File: config.mk
export PLATFORM = sky130hd
export DESIGN_NAME = booth_unload
export DESIGN_NICKNAME = d
export VERILOG_FILES = /design/src/rtl/booth_unload_pkg.sv /design/src/rtl/booth_unload_slot.sv /design/src/rtl/booth_unload.sv
export SDC_FILE = /design/constraint.sdc
export NUM_CORES = 1
export LEC_CHECK = 0
export CAP_MARGIN = 15
export CELL_PAD_IN_SITES_DETAIL_PLACEMENT = 1
export CELL_PAD_IN_SITES_GLOBAL_PLACEMENT = 2
export CORE_MARGIN = 8
export CORE_UTILIZATION = 34
export DETAILED_ROUTE_END_ITERATION = 8
export GPL_TIMING_DRIVEN = 0
export PLACE_DENSITY = 0.82
export SLEW_MARGIN = 30
export SYNTH_ARGS = -nofsm -noshare
export SYNTH_HDL_FRONTEND = slang
export SYNTH_HIERARCHICAL = 1
export SYNTH_SLANG_ARGS = --single-unit
File: constraint.sdc
create_clock -name clk -period 18.87 [get_ports clk]
set_clock_uncertainty 0.05 [all_clocks]
set_input_delay 5.661 -clock clk [delete_from_list [all_inputs] [get_ports clk]]
set_output_delay 5.661 -clock clk [all_outputs]
set_load 0.02 [all_outputs]
File: src/rtl/booth_unload_pkg.sv
// Shared definitions for the multiplier unload path: default product and word
// widths, plus the unload FSM state encoding.
package booth_unload_pkg;

  localparam int PW_DEFAULT = 448;
  localparam int WW_DEFAULT = 32;

  typedef enum logic {
    IDLE   = 1'b0,
    STREAM = 1'b1
  } state_t;

endpackage

File: src/rtl/booth_unload_slot.sv
// One product-wide holding register with a load enable and a full flag.
// Used as the PENDING slot behind the streaming ACTIVE register.
module booth_unload_slot
  import booth_unload_pkg::*;
#(
  parameter int PW = PW_DEFAULT
) (
  input  logic          clk,
  input  logic          rst,
  input  logic          load,
  input  logic          clr,
  input  logic [PW-1:0] d,
  output logic [PW-1:0] q,
  output logic          full
);

  // Load wins over clear so a same-cycle refill keeps the slot occupied.
  always_ff @(posedge clk) begin
    if (rst)       full <= 1'b0;
    else if (load) full <= 1'b1;
    else if (clr)  full <= 1'b0;
  end

  // NOTE: the wide data register has no reset; it is only ever read while full=1.
  always_ff @(posedge clk) begin
    if (load) q <= d;
  end

endmodule

File: src/rtl/booth_unload.sv
// Unloads a wide product as NW words of WW bits, least-significant first,
// with one pending product buffered behind the one being streamed.
module booth_unload
  import booth_unload_pkg::*;
#(
  parameter int PW = PW_DEFAULT,
  parameter int WW = WW_DEFAULT
) (
  input  logic          clk,
  input  logic          rst,
  input  logic          p_valid,
  input  logic [PW-1:0] p_data,
  output logic          o_valid,
  input  logic          o_ready,
  output logic [WW-1:0] o_data,
  output logic          o_last,
  output logic          ovf,
  input  logic          ovf_clr
);

  localparam int NW = PW / WW;
  localparam int IW = (NW > 1) ? $clog2(NW) : 1;
  localparam logic [IW-1:0] LAST_IDX = IW'(NW - 1);

  state_t        state;
  logic [PW-1:0] active;
  logic [IW-1:0] idx;

  logic [PW-1:0] pend_q;
  logic          pend_full;
  logic          pend_load;
  logic          pend_clr;

  logic          streaming;
  logic          xfer;
  logic          last_xfer;
  logic          drop;

  always_comb begin
    streaming = (state == STREAM);
    xfer      = streaming && o_ready;
    last_xfer = xfer && (idx == LAST_IDX);
    // On a last-word transfer a full PENDING drains into ACTIVE, so it can
    // refill in the same cycle; otherwise it only accepts when empty.
    pend_load = streaming && p_valid && (last_xfer ? pend_full : !pend_full);
    pend_clr  = last_xfer && pend_full && !p_valid;
    drop      = streaming && p_valid && pend_full && !last_xfer;
  end

  booth_unload_slot #(.PW(PW)) u_pending (
    .clk  (clk),
    .rst  (rst),
    .load (pend_load),
    .clr  (pend_clr),
    .d    (p_data),
    .q    (pend_q),
    .full (pend_full)
  );

  always_ff @(posedge clk) begin
    if (rst) begin
      state  <= IDLE;
      active <= '0;
      idx    <= '0;
      ovf    <= 1'b0;
    end else begin
      if (drop)         ovf <= 1'b1;
      else if (ovf_clr) ovf <= 1'b0;

      unique case (state)
        IDLE: begin
          if (p_valid) begin
            active <= p_data;
            idx    <= '0;
            state  <= STREAM;
          end
        end
        STREAM: begin
          if (last_xfer) begin
            idx <= '0;
            if (pend_full)    active <= pend_q;
            else if (p_valid) active <= p_data;
            else begin
              // Final shift leaves ACTIVE all-zero while idle.
              active <= active >> WW;
              state  <= IDLE;
            end
          end else if (xfer) begin
            active <= active >> WW;
            idx    <= idx + 1'b1;
          end
        end
      endcase
    end
  end

  assign o_valid = streaming;
  assign o_last  = streaming && (idx == LAST_IDX);
  assign o_data  = active[WW-1:0];

endmodule

==> flow_metrics.tcl <==
set metrics [dict create \
    fmax_mhz 118 \
    relSlewSlack_pct 35.5 \
    root_buffer "clkbuf_16" \
    hold_class "flop to flop" \
    utilization_pct 43.2 \
    syn_to_final_growth_pct 26.5 \
    netlist_area_sq_mm 0.0407 \
    globalRoute.totalOverflow 0 \
    finalCritPeriodShare_pct 45.0 \
    ios 488 \
    rsz0062_at_grt "no" \
    p_leak_uw 0.0163 \
    viasPerCell 5.48 \
    port_buffers 487 \
    endpoint_kind "flop" \
    die_w_um 362 \
    start_util_pct 34.1 \
    path_max_fanout 10 \
    startpoint_type "primary input" \
    p_per_area_mw_per_mm2 94.8 \
    setup_viol 0 \
    rows 127 \
    ys_seq_area_share_pct 55.4 \
    worst-setup-path-type "primary input to flop" \
    slew_violations 0 \
    ir_drop_mv 0.0658 \
    synth_fp_nets 3533 \
    cp.arrival_ns 9.02 \
    cts_resized 0 \
    hold_violations 0 \
    core_area_sq_mm 0.119 \
    die_area_sq_mm 0.131 \
    cts_setup_buffers 0 \
    hold-worst-slack_ns 0.421 \
    globalplace.congestion 0.870 \
    cap_violations 0 \
    wl_per_cell_um 27.8 \
    dp_hpwl_um 115000 \
    numCtsBuffers 101 \
    clock_latency_ns 0.70 \
    drtIter0Drc 2167 \
    holdBufCountCts 0 \
    status "finished, final reports clean" \
    routed_wl_um 151000 \
    drt_pass1_iterations 5 \
    die_h_um 362 \
    cts.path.max_buffers 3 \
    grt_max_degree 44 \
    dp_cells 5189 \
    yosysWarnings 6 \
    track_usage_pct 22.1 \
    grt_pass1_wl_um 218000 \
    total_power_uw 4880 \
    required_ns 19.39 \
    fin_cells 5423 \
    drive_above_1_share_pct 15.9 \
    fin_crit_ns 8.50 \
    avgSynthCellArea_sq_um 13.2 \
    synth_cell_type_count 38 \
    cts_tree "built" \
    fin_nets 4135 \
    syn_inst 3078 \
    clk_pin_slew_ns 0.06 \
    antenna_found_initial 69 \
    grt_pass1_vias 31700 \
    worst_slew_pin_slew_ns 0.967 \
    postRouteAntennaNets 0 \
    drc 0 \
    via_count 29700 \
    clock-sinks 903 \
    synth-seq-cells 903 \
    htree_levels 3 \
]
==> worst paths after layout <==
path / start / to / slack, ns / cells after the start
hold / removal: ovf$_SDFFE_PP0P_ / ovf$_SDFFE_PP0P_ / 0.42 / 2
hold reg to reg: ovf$_SDFFE_PP0P_ / ovf$_SDFFE_PP0P_ / 0.42 / 2
setup / recovery: rst / active[187]$_SDFFE_PP0P_ / 10.37 / 6
setup reg to reg: idx[0]$_SDFFE_PP0P_ / u_pending/q[114]$_DFFE_PP_ / 15.39 / 9
==> kinds of logic (layout without fill, tap and decap cells) <==
kind of cell,after synthesis,after routing,share of synthesized area (%)
DFF,903,903,55.4
adders and majority gates,2,2,0.0614
other,0,44,0
buffers and inverters,378,1067,4.51
and+or+nand+nor,918,918,17.6
muxes,416,416,10.2
AOI/OAI and AO/OA,461,461,12.2
==> flip-flops by register name (all words and copies together), names as in the netlist <==
name and count:
active 448, idx 4, u_pending/full 1, ovf 1, u_pending/q 448, o_valid 1
==> synthesized netlist by cell type (all sizes together) <==
library cell	count	area share [%]
nand4	1	0.015
a21oi	5	0.071
o211ai	416	11
dfxtp	455	22
o21ai	2	0.034
and4	1	0.022
or3	2	0.031
ha	2	0.061
o21a	1	0.018
nand3	2	0.037
buf	129	2.2
nand3b	416	7.7
inv	4	0.037
nand2	2	0.018
nor2	36	0.33
mux2i	416	10
a31oi	1	0.015
and2	1	0.015
edfxtp	448	33
clkbuf	245	2.3
nand2b	2	0.031
nand4b	416	8.9
nor4	1	0.015
a221oi	32	0.69
nor3	37	0.45
a311oi	1	0.022
o2111ai	1	0.022
o311a	1	0.025
o31ai	1	0.052
and3	1	0.015
==> worst max-delay path: stages <==
cell and delay [ns]:
clkdlybuf4s50_1 0.99, clkbuf_1 0.77, clkbuf_1 0.79, clkbuf_1 0.47, nand3b_1 0.20, o211ai_2 0.08
==> report_power, final <==
| group | internal (uW) | total, uW | switching [uW] |
|---|---|---|---|
| clock | 1230 | 2080 | 856 |
| sequential | 2180 | 2260 | 80.6 |
| combinational | 236 | 542 | 306 |
==> cell type report <==
type                    instances  area (sq um)
clock buffers                 151          3040
repair buffers                499          5140
inverters                       4          15.0
fillers                     12400         67800
multi-input cells            1797         16300
diodes                         44           110
flip-flops and latches        903         22600
plain buffers                 374          1820
clock inverters                39           473
well taps                    1612          2020
==> per-stage QoR <==
stage           TNS, ns  setup slack [ns]  instance area, sq um
6_report              0             10.37                 51500
3_3_place_gp   -2116.23             -4.81                 47600
4_1_cts               0             10.32                 51400
2_1_floorplan         0              1.83                 40700
3_5_place_dp          0              9.59                 47900
5_1_grt               0             10.31                 51500
==> metal layers <==
layer	share of wire (%)	global-route usage (%)	vias to the layer above
met3	7.0	5.10	272
met1	42	28.1	15000
met4	4.0	9.86	28
met2	47	35.8	981
met5	0.12	0	-
li1	-	-	13400
==> placed cells by master, fill, tap and decap left out, drive strengths merged, types with 2 or more instances in the layout <==
cell / n
nor3: 37
buf: 141
bufinv: 8
o211ai: 416
nand2b: 2
o21ai: 2
clkbuf: 396
nand3: 2
mux2i: 416
nor2: 36
ha: 2
nand3b: 416
a221oi: 32
edfxtp: 448
clkdlybuf4s50: 487
dfxtp: 455
inv: 8
diode: 44
a21oi: 5
or3: 2
clkinv: 26
nand2: 2
nand4b: 416
Power figures use the tool's default switching activity.
